## src/rtl/fetch_queue.sv

```systemverilog
// Instruction fetch queue between fetch and decode: a DEPTH-entry circular
// buffer of {pc, instr} pairs with flush, a discarded-entry counter and a
// jal/jalr link value on the head.
// Optional same-cycle empty-queue bypass: define FETCH_QUEUE_BYPASS_EN.
module fetch_queue #(
    parameter int unsigned DEPTH    = 2,
    parameter logic [31:0] RESET_PC = 32'h0000_3000
) (
    input  logic                       clk,
    input  logic                       reset,
    input  logic                       in_valid,
    output logic                       in_ready,
    input  logic [31:0]                in_pc,
    input  logic [31:0]                in_instr,
    input  logic                       flush,
    output logic                       out_valid,
    input  logic                       out_ready,
    output logic [31:0]                out_pc,
    output logic [31:0]                out_instr,
    output logic [31:0]                out_pc8,
    output logic [$clog2(DEPTH):0]     count,
    output logic [15:0]                flush_cnt
);

    localparam int unsigned PW = $clog2(DEPTH);
    localparam int unsigned CW = PW + 1;
    localparam int unsigned FW = 16;

    logic [31:0]    pc_mem_q    [DEPTH];
    logic [31:0]    instr_mem_q [DEPTH];

    logic [PW-1:0]  rd_ptr_q, rd_ptr_d;
    logic [PW-1:0]  wr_ptr_q, wr_ptr_d;
    logic [CW-1:0]  count_q, count_d;
    logic [FW-1:0]  flush_cnt_q, flush_cnt_d;

    logic           empty_c;
    logic           full_c;
    logic           bypass_c;
    logic           push_c;
    logic           pop_c;
    logic           consumed_c;
    logic [CW-1:0]  discard_c;
    logic [FW:0]    fc_sum_c;

    assign empty_c = (count_q == '0);
    assign full_c  = (count_q == CW'(DEPTH));

`ifdef FETCH_QUEUE_BYPASS_EN
    assign bypass_c = empty_c && in_valid && !flush;
`else
    assign bypass_c = 1'b0;
`endif

    // Handshake status; in_ready depends on registered occupancy only
    assign in_ready   = !full_c;
    assign out_valid  = !empty_c || bypass_c;
    assign count      = count_q;
    assign flush_cnt  = flush_cnt_q;

    // A bypassed instruction taken by decode never touches storage
    assign push_c     = in_valid && !full_c && !flush && !(bypass_c && out_ready);
    assign pop_c      = !empty_c && out_ready && !flush;
    assign consumed_c = out_valid && out_ready;

    // Entries lost to a flush exclude a head that decode took in that cycle
    assign discard_c  = count_q - CW'(consumed_c);
    assign fc_sum_c   = {1'b0, flush_cnt_q} + (FW+1)'(discard_c);

    // Head selection: nop at RESET_PC whenever nothing is valid
    always_comb begin
        out_pc    = RESET_PC;
        out_instr = 32'h0000_0000;
`ifdef FETCH_QUEUE_BYPASS_EN
        if (bypass_c) begin
            out_pc    = in_pc;
            out_instr = in_instr;
        end else
`endif
        if (!empty_c) begin
            out_pc    = pc_mem_q[rd_ptr_q];
            out_instr = instr_mem_q[rd_ptr_q];
        end
    end

    // Link value, carry discarded
    assign out_pc8 = out_pc + 32'd8;

    // Next-state for pointers, occupancy and flush statistics
    always_comb begin
        rd_ptr_d    = rd_ptr_q;
        wr_ptr_d    = wr_ptr_q;
        count_d     = count_q;
        flush_cnt_d = flush_cnt_q;
        if (flush) begin
            rd_ptr_d    = '0;
            wr_ptr_d    = '0;
            count_d     = '0;
            flush_cnt_d = fc_sum_c[FW] ? {FW{1'b1}} : fc_sum_c[FW-1:0];
        end else begin
            if (push_c) wr_ptr_d = wr_ptr_q + PW'(1);
            if (pop_c)  rd_ptr_d = rd_ptr_q + PW'(1);
            count_d = count_q + CW'(push_c) - CW'(pop_c);
        end
    end

    // Control state registers, synchronous reset
    always_ff @(posedge clk) begin
        if (reset) begin
            rd_ptr_q    <= '0;
            wr_ptr_q    <= '0;
            count_q     <= '0;
            flush_cnt_q <= '0;
        end else begin
            rd_ptr_q    <= rd_ptr_d;
            wr_ptr_q    <= wr_ptr_d;
            count_q     <= count_d;
            flush_cnt_q <= flush_cnt_d;
        end
    end

    // Entry storage, not reset
    always_ff @(posedge clk) begin
        if (push_c) begin
            pc_mem_q[wr_ptr_q]    <= in_pc;
            instr_mem_q[wr_ptr_q] <= in_instr;
        end
    end

endmodule
```

## config.mk

```make
export PLATFORM = sky130hd
export DESIGN_NAME = fetch_queue
export DESIGN_NICKNAME = d
export VERILOG_FILES = /design/src/rtl/fetch_queue.sv
export SDC_FILE = /design/constraint.sdc
export NUM_CORES = 1
export LEC_CHECK = 0
export BUFFER_PORTS_ARGS = -buffer_cell sky130_fd_sc_hd__buf_2
export CAP_MARGIN = 20
export CORE_MARGIN = 3
export CORE_UTILIZATION = 40
export CTS_BUF_LIST = sky130_fd_sc_hd__clkbuf_2
export DETAILED_ROUTE_END_ITERATION = 6
export MAX_ROUTING_LAYER = met4
export PLACE_DENSITY_LB_ADDON = 0.25
export SKIP_CTS_REPAIR_TIMING = 1
export SYNTH_ARGS = -nofsm -noshare
export SYNTH_HDL_FRONTEND = slang
export SYNTH_SLANG_ARGS = --single-unit
```

## constraint.sdc

```tcl
create_clock -name clk -period 5.6 [get_ports clk]
set_input_delay 0.84 -clock clk [delete_from_list [all_inputs] [get_ports clk]]
set_output_delay 0.84 -clock clk [all_outputs]
set_load 0.005 [all_outputs]
```

# Word level (Yosys, flattened, before mapping)
# Memories as Yosys holds them, arrays and structs flattened. A register that Yosys moved wholly into a read port is not among the register bits.
# Index checks and enable logic that the tools add are counted.
dict set report totals {
  ram_bits 128
  regBits 20
  n_memories 2
  latch_bits 0
  in_bits 69
  output_inout_bits 116
  word_cells 32
  rom_bits 0
}
# memory depth word_bits read_ports rd_clocked_by_memory_dff write_ports line_no
set mem_list {}
lappend mem_list {instr_mem_q 2 32 1 1 1 30} ;# logic [31:0] instr_mem_q [DEPTH];
lappend mem_list {pc_mem_q 2 32 1 1 1 29} ;# logic [31:0] pc_mem_q [DEPTH];
dict set report classes {
  shift 0
  div 0
  reduce_logical 9
  n_mul 0
  n_eq_ne 1
  mux 9
  addsub 7
  bitwise_logic 0
  n_lt_le_gt_ge 0
}
# cell count
set op_table {}
lappend op_table {{$mux 32} 2}
lappend op_table {{$add 32x4->32 const B} 1}
lappend op_table {{$add 16x2->17} 1}
lappend op_table {{$mux 16} 1}
lappend op_table {{$mux 1} 6}
lappend op_table {{$logic_and 1x1->1} 4}
lappend op_table {{$sub 2x1->2} 2}
lappend op_table {{$logic_not 1->1} 3}
lappend op_table {{$add 1x1->1 const B} 2}
lappend op_table {{$add 2x1->2} 1}
lappend op_table {{$eq 2x2->1 const B} 1}
lappend op_table {{$logic_not 2->1} 1}
lappend op_table {{$reduce_or 2->1} 1}

# Logic depth before layout (Yosys ltp)
# Gate-level depths: netlist of the first run.
dict set report depth {
  ltp_word 6
  mapped_depth 15
  mapped_depth_nobuf 13
}

# Least setup slack after synthesis of the first run
# No wires, ideal clock.
dict set report synth_path {
  path_kind {input to register}
  from {input port flush}
  to {memory instr_mem_q[0][0], enable pin}
  setup_ns 0.487
  cell_stages 2
  arrival_time_ns 3.765
  required_time_ns 5.113
  slack_ns 1.349
  n_path_buf 0
  path_cell_list {nand3b_1 > nor2_1}
}
dict set report synth_between {
  elab_chain_cells 4
}
# element line_no
set synth_lines {}
lappend synth_lines {{start, declared} 15} ;# input logic flush,
lappend synth_lines {{$logic_not 1->1} 62} ;# assign push_c = in_valid && !full_c && !flush && !(bypass_c && out_ready);
lappend synth_lines {{$logic_and 1x1->1} 62}
lappend synth_lines {{$mux 1} 124} ;# if (push_c) begin
lappend synth_lines {{$mux 1 (implied by the code)} 126} ;# instr_mem_q[wr_ptr_q] <= in_instr;
lappend synth_lines {{end, declared} 30}
# Every way passes these cells.

==> results of run 1 <==
how the worst max path moves through the flow:
stage,startpoint,to,depth (start not counted)
2_1_floorplan,flush,instr_mem_q[0][0],2
3_3_place_gp,count[1],flush_cnt[11],12
3_5_place_dp,count[1],flush_cnt[6],12
4_1_cts,flop,out_pc8[31],9
5_1_grt,flop,out_pc8[31],9
6_report,flop,out_pc8[31],9
cells in the mapped netlist, drive strengths merged:
cell type  instances  area, um^2
a21oi             15       75.07
xnor2             15       131.4
a211oi             8       105.1
nand3b            10       100.1
o21ai              2       10.00
clkbuf             5       18.77
and2               2       12.51
nor2              74       295.3
or2                2       12.51
fa                 1       20.02
mux2i             66       660.6
buf               18       140.1
xor2              26       227.7
a22oi              2       20.02
nand2             24       90.09
nor3              14       70.07
nor4               6       62.56
dfxtp             21       420.4
nand4              9       83.83
nand3             21       122.6
nor4b              1       15.01
o22a               1       8.760
a31oi              2       12.51
nor3b              3       22.52
edfxtp           128        3844
inv               11       41.29
ha                 6       75.07
and3               2       12.51
a41oi              1       8.760
and4               1       8.760
flip-flops by register name, indices dropped and copies added (netlist names), named ones only:
name / cells
count: 2
flush_cnt: 16
wr_ptr_q: 1
rd_ptr_q: 1
pc_mem_q: 64
instr_mem_q: 64
power groups by stage:
stage | sequential [mW] | combinational (mW) | clock (mW)
after global placement | 1.27 | 0.142 | 0
after global routing | 1.25 | 0.160 | 0.820
after detailed placement | 1.27 | 0.145 | 0
final | 1.25 | 0.143 | 0.743
after floorplan | 1.27 | 0.0760 | 0
after CTS | 1.25 | 0.145 | 0.773
cells by family after synthesis:
logic type	share of synthesized area
compound gates	0.03571
xor+xnor	0.05338
fa+ha+maj	0.01413
buf+inv	0.02976
flops	0.6338
mux	0.09820
simple gates	0.1350
placed cells by master, fill, tap and decap left out, drive strengths merged, types with 3 or more instances in the layout:
master  count
nand3      21
mux2i      66
nor2       74
clkbuf     18
xnor2      15
a21oi      15
nor4        6
ha          6
nor3b       3
buf       188
nor3       14
clkinv      7
xor2       26
edfxtp    128
nand4       9
nand2      24
bufinv      6
dfxtp      21
nand3b     10
a211oi      8
inv        11
diode       3
layout make-up:
cell class	count	area, um^2
Multi-Input combinational cell	314	2278
Fill cell	1424	8034
Inverter	11	41.29
Tap cell	216	270.3
Timing Repair Buffer	188	950.9
Sequential cell	149	4268
Antenna cell	3	7.507
Clock inverter	14	232.7
Clock buffer	18	90.09
layer usage:
layer | share of wire | vias to the layer above | wire (um) | track usage
li1 | - | 2186 | - | -
met4 | 0.021 | 0 | 302 | 0.06943
met3 | 0.079 | 23 | 1158 | 0.05163
met1 | 0.44 | 2112 | 6459 | 0.2105
met2 | 0.46 | 167 | 6672 | 0.2403
met5 | 0 | - | 0 | -
through the flow:
step           instance area, um^2  cells  hold slack [ns]    util  worst slack (ns)
6_report                      8139    913           0.3243  0.5032             1.183
4_1_cts                       8132    910           0.2082  0.5028             1.016
3_3_place_gp                  7809    878           0.5133  0.4828             1.946
5_1_grt                       8137    912           0.1850  0.5031            0.8503
2_1_floorplan                 6728    497           0.4941       -             1.349
3_5_place_dp                  7809    878           0.5251  0.4828             1.751
==> impl_metrics.yaml, run 1 <==
global_route:
  grt_max_degree: 53
  antenna_found_initial: 2
  grt_remaining_overflow: 0
  grt_pass1_vias: 4527
  grt_first_pass_wirelength_um: 22580
  grt_use_total: 0.1637
power_and_ir_drop:
  power_frac_comb: 0.067
  p_sw_mw: 0.4570
  power_leakage_nw: 3.207
  pwr-share-clk: 0.348
  peakVddDrop_v: 0.0001373
  switching_share: 0.2142
  p_total_mw: 2.134
  powerDensity_nw_per_um2: 262.1
  share_seq_of_total_power: 0.585
  internal-power_mw: 1.677
drt:
  firstDrtPassIters: 4
  drt-initial-drc-count: 222
  ant_nets: 0
  drt_wl_total_um: 14590
  vias: 4488
  wl_per_cell_um: 15.98
  route.detailed.drc: 0
  routed_via_density: 4.916
layout:
  syn2layout_area_growth_pct: 20.98
  drive_gt1_frac: 0.3573
  fin_nets: 757
critical_path:
  reg2reg_from: "count[1]"
  rrSetupSlack_ns: 1.73
  arrival_ns: 3.58
  critPathTopFamily: "flip-flops"
  crit_fanout: 52
  cp-end-kind: "primary output"
  r2r_cells: 12
  rr_endpoint: "flush_cnt[6]"
  required_ns: 4.76
  worstSetupStartpointType: "flop"
  cp_slowest_cell: "dfxtp_4"
  max_stage_delay_ns: 0.85
  crit_buf_inv: 1
  cp_cell_sequence: "mux2i_1 > nor2_1 > ha_1 > o21ai_1 > a211oi_2 > nand4_4 > nor4_2 > xor2_1 > buf_2"
  crit_type: "flop to primary output"
placement:
  dp_hpwl_um: 10600
  port-buffer-count: 184
  place_congestion: 0.8529
die:
  die_y_um: 135.7
  start_util: 0.4160
  design.core.area_um2: 16170
  ios: 185
  rows: 46
  dieArea_um2: 18410
  die_w_um: 135.7
worst_hold_path:
  holdPathEnd: "instr_mem_q[1][21]"
  hold_class: "primary input to flop"
  hold_path_depth: 1
  timing.hold.worst.start: "in_instr[21]"
logic_synthesis:
  synth_area_um2: 6728
  syn_nets: 573
  synthDistinctLibCells: 45
  syn-mean-instance-area_um2: 13.54
  synthCells: 497
  synth-seq-cells: 149
  ys_warn_count: 0
  seq_area_frac_synth: 0.6338
timing:
  worstMarginPinSlew_ns: 0.8751
  hold_viol: 0
  setup_viol: 0
  fmaxAchievable_mhz: 226.4
  slew_violations: 0
  setup_tns_ns: 0
  fin_skew_ns: 0.02620
  relSlewSlack: 0.4152
  fin_crit_sh: 0.7888
  rsz0062_at_grt: "no"
  period_minus_slack_ns: 4.417
cts:
  cts_buffers: 17
  clkSinkCount: 149
  cts_root_buf: "clkbuf_2"
  clkTransAtPathRegs_ns: 0.21
  cts_tree: "done"
  insertion_delay_ns: 0.68
  cts_max_level: 4
  clk_path_buf_depth: 2
outcome:
  status: "finished, final reports clean"
flow_run:
  cap_violations: 0
Power figures use the tool's default switching activity.
==> inputs of run 2 (changes only) <==
--- a/config.mk
+++ b/config.mk
@@ -5,6 +5,7 @@
 export SDC_FILE = /design/constraint.sdc
 export NUM_CORES = 1
 export LEC_CHECK = 0
+export ABC_AREA = 1
 export BUFFER_PORTS_ARGS = -buffer_cell sky130_fd_sc_hd__buf_2
 export CAP_MARGIN = 20
 export CORE_MARGIN = 3
==> constraint.sdc (replaced) <==
create_clock -name clk -period 4 [get_ports clk]
set_input_delay 0.6 -clock clk [delete_from_list [all_inputs] [get_ports clk]]
set_output_delay 0.6 -clock clk [all_outputs]
set_load 0.005 [all_outputs]
==> run 2 against run 1 <==
Against the previous run:
- cell area is 9.1% higher
- core utilization is 2.7 points higher
- first-iteration DRC count is 80% higher
- non-clock buffer count is 64 higher
- global-route usage is 1.6 points higher
- power is 30% higher
- clock skew is 0.0048 ns higher
- combinational power is 80% higher
- largest power group unchanged
- highest routed layer unchanged
==> impl_metrics.yaml, run 2 <==
logic_synthesis:
  synthDistinctLibCells: 31
  synth_top_area_share: 0.5549
  syn_nets: 815
  synth.cells.most_frequent: "nand2_1, edfxtp_1, nor2_1, inv_1, a21oi_1"
  synthMostInstantiatedCell: "nand2_1"
  seq_area_frac_synth: 0.6156
  synth_edf_count: 128
  ys_warn_count: 0
  synth-seq-cells: 149
  synth_area_leader_cell: "edfxtp_1"
  async_flop_share: 0
  synthTopCellsByArea: "edfxtp_1, nand2_1, dfxtp_1, a21oi_1, nor2_1"
  synthCells: 739
  synth_area_um2: 6927
  syn-mean-instance-area_um2: 9.373
  synth_ff_type: "edfxtp_1"
layout:
  n_antenna_cell: 0
  multi_input_area_um2: 2271
  nFillCells: 1579
  layout_common_cells: "nand2_1, buf_2, edfxtp_1"
  drive_gt1_frac: 0.2372
  seq_area_um2: 4265
  syn2layout_area_growth_pct: 28.25
  fin_nets: 1058
  final_common_cell: "nand2_1"
  final_area_um2: 8884
critical_path:
  crit_type: "flop to primary output"
  rrSetupSlack_ns: 0.90
  arrival_ns: 2.99
  crit_buf_inv: 3
  cp-end-kind: "primary output"
  crit_fanout: 21
  cp_slowest_cell: "dfxtp_1"
  r2r_cells: 15
  crit_top_cell: "inv_1"
  critPathTopFamily: "simple AND/OR/NAND/NOR gates"
  reg2reg_from: "count[0]"
  cp_cell_sequence: "inv_1 > nand2_2 > nand2_1 > inv_1 > ha_1 > nand4_1 > nor2_2 > nand3_1 > xor2_1 > buf_2"
  worstSetupStartpointType: "flop"
  max_stage_delay_ns: 0.44
  rr_endpoint: "flush_cnt[9]"
  required_ns: 3.40
drt:
  drt_wl_total_um: 17020
  route.detailed.drc: 0
  vias: 5653
  ant_nets: 0
  firstDrtPassIters: 5
  wl_per_cell_um: 14.00
  drt-initial-drc-count: 399
  routed_via_density: 4.653
cts:
  cts_buffers: 17
  cts_max_level: 4
  insertion_delay_ns: 0.71
  clkSinkCount: 149
  clk_path_buf_depth: 2
  clkTransAtPathRegs_ns: 0.22
  cts_tree: "done"
  cts_root_buf: "clkbuf_2"
worst_hold_path:
  holdPathEnd: "pc_mem_q[0][24]"
  hold_path_depth: 1
  hold_class: "primary input to flop"
  timing.hold.worst.start: "in_pc[24]"
timing:
  worstMarginPinSlew_ns: 0.8926
  rsz0062_at_grt: "no"
  setup_tns_ns: 0
  relSlewSlack: 0.4049
  setup_viol: 0
  period_minus_slack_ns: 3.587
  fmaxAchievable_mhz: 278.8
  slew_violations: 0
  fin_skew_ns: 0.03101
  setup_slack_ns: 0.4131
  fin_crit_sh: 0.8967
  hold_viol: 0
power_and_ir_drop:
  peakVddDrop_v: 0.0002552
  p_sw_mw: 0.6957
  pwr-share-clk: 0.280
  share_seq_of_total_power: 0.627
  powerDensity_nw_per_um2: 312.4
  power_leakage_nw: 3.982
  internal-power_mw: 2.080
  power_frac_comb: 0.093
  switching_share: 0.2507
die:
  design.core.area_um2: 16760
  die_w_um: 137.6
  rows: 47
  start_util: 0.4133
  dieArea_um2: 18930
  die_y_um: 137.6
  ios: 185
global_route:
  grt_remaining_overflow: 0
  antenna_found_initial: 0
  grt_use_total: 0.1797
  grt_first_pass_wirelength_um: 25260
  grt_max_degree: 65
  grt_pass1_vias: 4965
placement:
  dp_hpwl_um: 11740
  place_area_um2: 8035
  place_congestion: 0.8643
  port-buffer-count: 184
  dp_slack_ns: 0.8538
flow_run:
  cap_violations: 0
outcome:
  status: "finished, final reports clean"
[run 2: cells by family (layout without fill, tap and decap cells)]
kind of cell | count (synthesis) | in the layout | share of synthesized area
multiplexers | 1 | 1 | 0.001445
buffers and inverters | 94 | 350 | 0.05943
XOR/XNOR | 22 | 22 | 0.02782
flip-flops | 149 | 149 | 0.6156
adder cells (fa/ha/maj) | 7 | 7 | 0.01373
AND/OR/NAND/NOR | 397 | 397 | 0.2312
AO/OA/AOI/OAI | 69 | 69 | 0.05076
[run 2: power groups by stage]
stage / logic (mW) / registers, mW / clock network (mW)
floorplan: 0.106 / 1.78 / 0
global placement: 0.208 / 1.77 / 0
detailed placement: 0.210 / 1.77 / 0
CTS: 0.211 / 1.74 / 0.811
global route: 0.289 / 1.74 / 0.879
finish: 0.258 / 1.74 / 0.777
[run 2: through the flow]
stage / cells / total power, mW / utilization / hold slack [ns]
after floorplan: 739 / 1.881 / - / 0.4474
after global placement: 1121 / 1.982 / 0.4794 / 0.4640
after detailed placement: 1121 / 1.985 / 0.4794 / 0.4695
after CTS: 1153 / 2.762 / 0.4923 / -0.04511
after global routing: 1215 / 2.912 / 0.5300 / 0.008920
final: 1215 / 2.775 / 0.5300 / 0.1139
[run 2: routing by layer]
metal,global-route usage,vias up,routed length [um]
li1,-,2914,-
met1,0.2334,2532,7849
met4,0.05987,0,167
met3,0.05478,14,1095
met5,-,-,0
met2,0.2701,193,7903
[run 2: worst max-delay path by stage]
stage | startpoint | end | depth (start not counted)
5_1_grt | count[0] | out_pc8[17] | 10
6_report | count[0] | out_pc8[17] | 10
3_5_place_dp | flop | out_pc8[17] | 11
3_3_place_gp | flop | out_pc8[17] | 11
2_1_floorplan | flush | instr_mem_q[0][0] | 3
4_1_cts | flop | out_pc8[17] | 11
[run 2: area by class of cell]
cell class                 instances  area share
multi-input combinational        496      0.2556
timing repair buffer             252      0.1804
inverter                          66     0.02845
clock buffer                      18     0.01014
clock inverter                    14     0.01423
sequential                       149      0.4801
tap                              220     0.03099
[run 2: worst register-to-register path, cell delays in order (launching register included)]
cell and delay (ns):
dfxtp_1 0.44, inv_1 0.09, nand2_2 0.30, nand2_1 0.19, inv_1 0.09, ha_1 0.15, xor2_1 0.26, fa_1 0.25
nand2_1 0.09, nor2_1 0.13, nand2_1 0.08, nor2_2 0.22, nand3_1 0.44, nand2_1 0.19, nor2_1 0.05, nor2_1 0.07
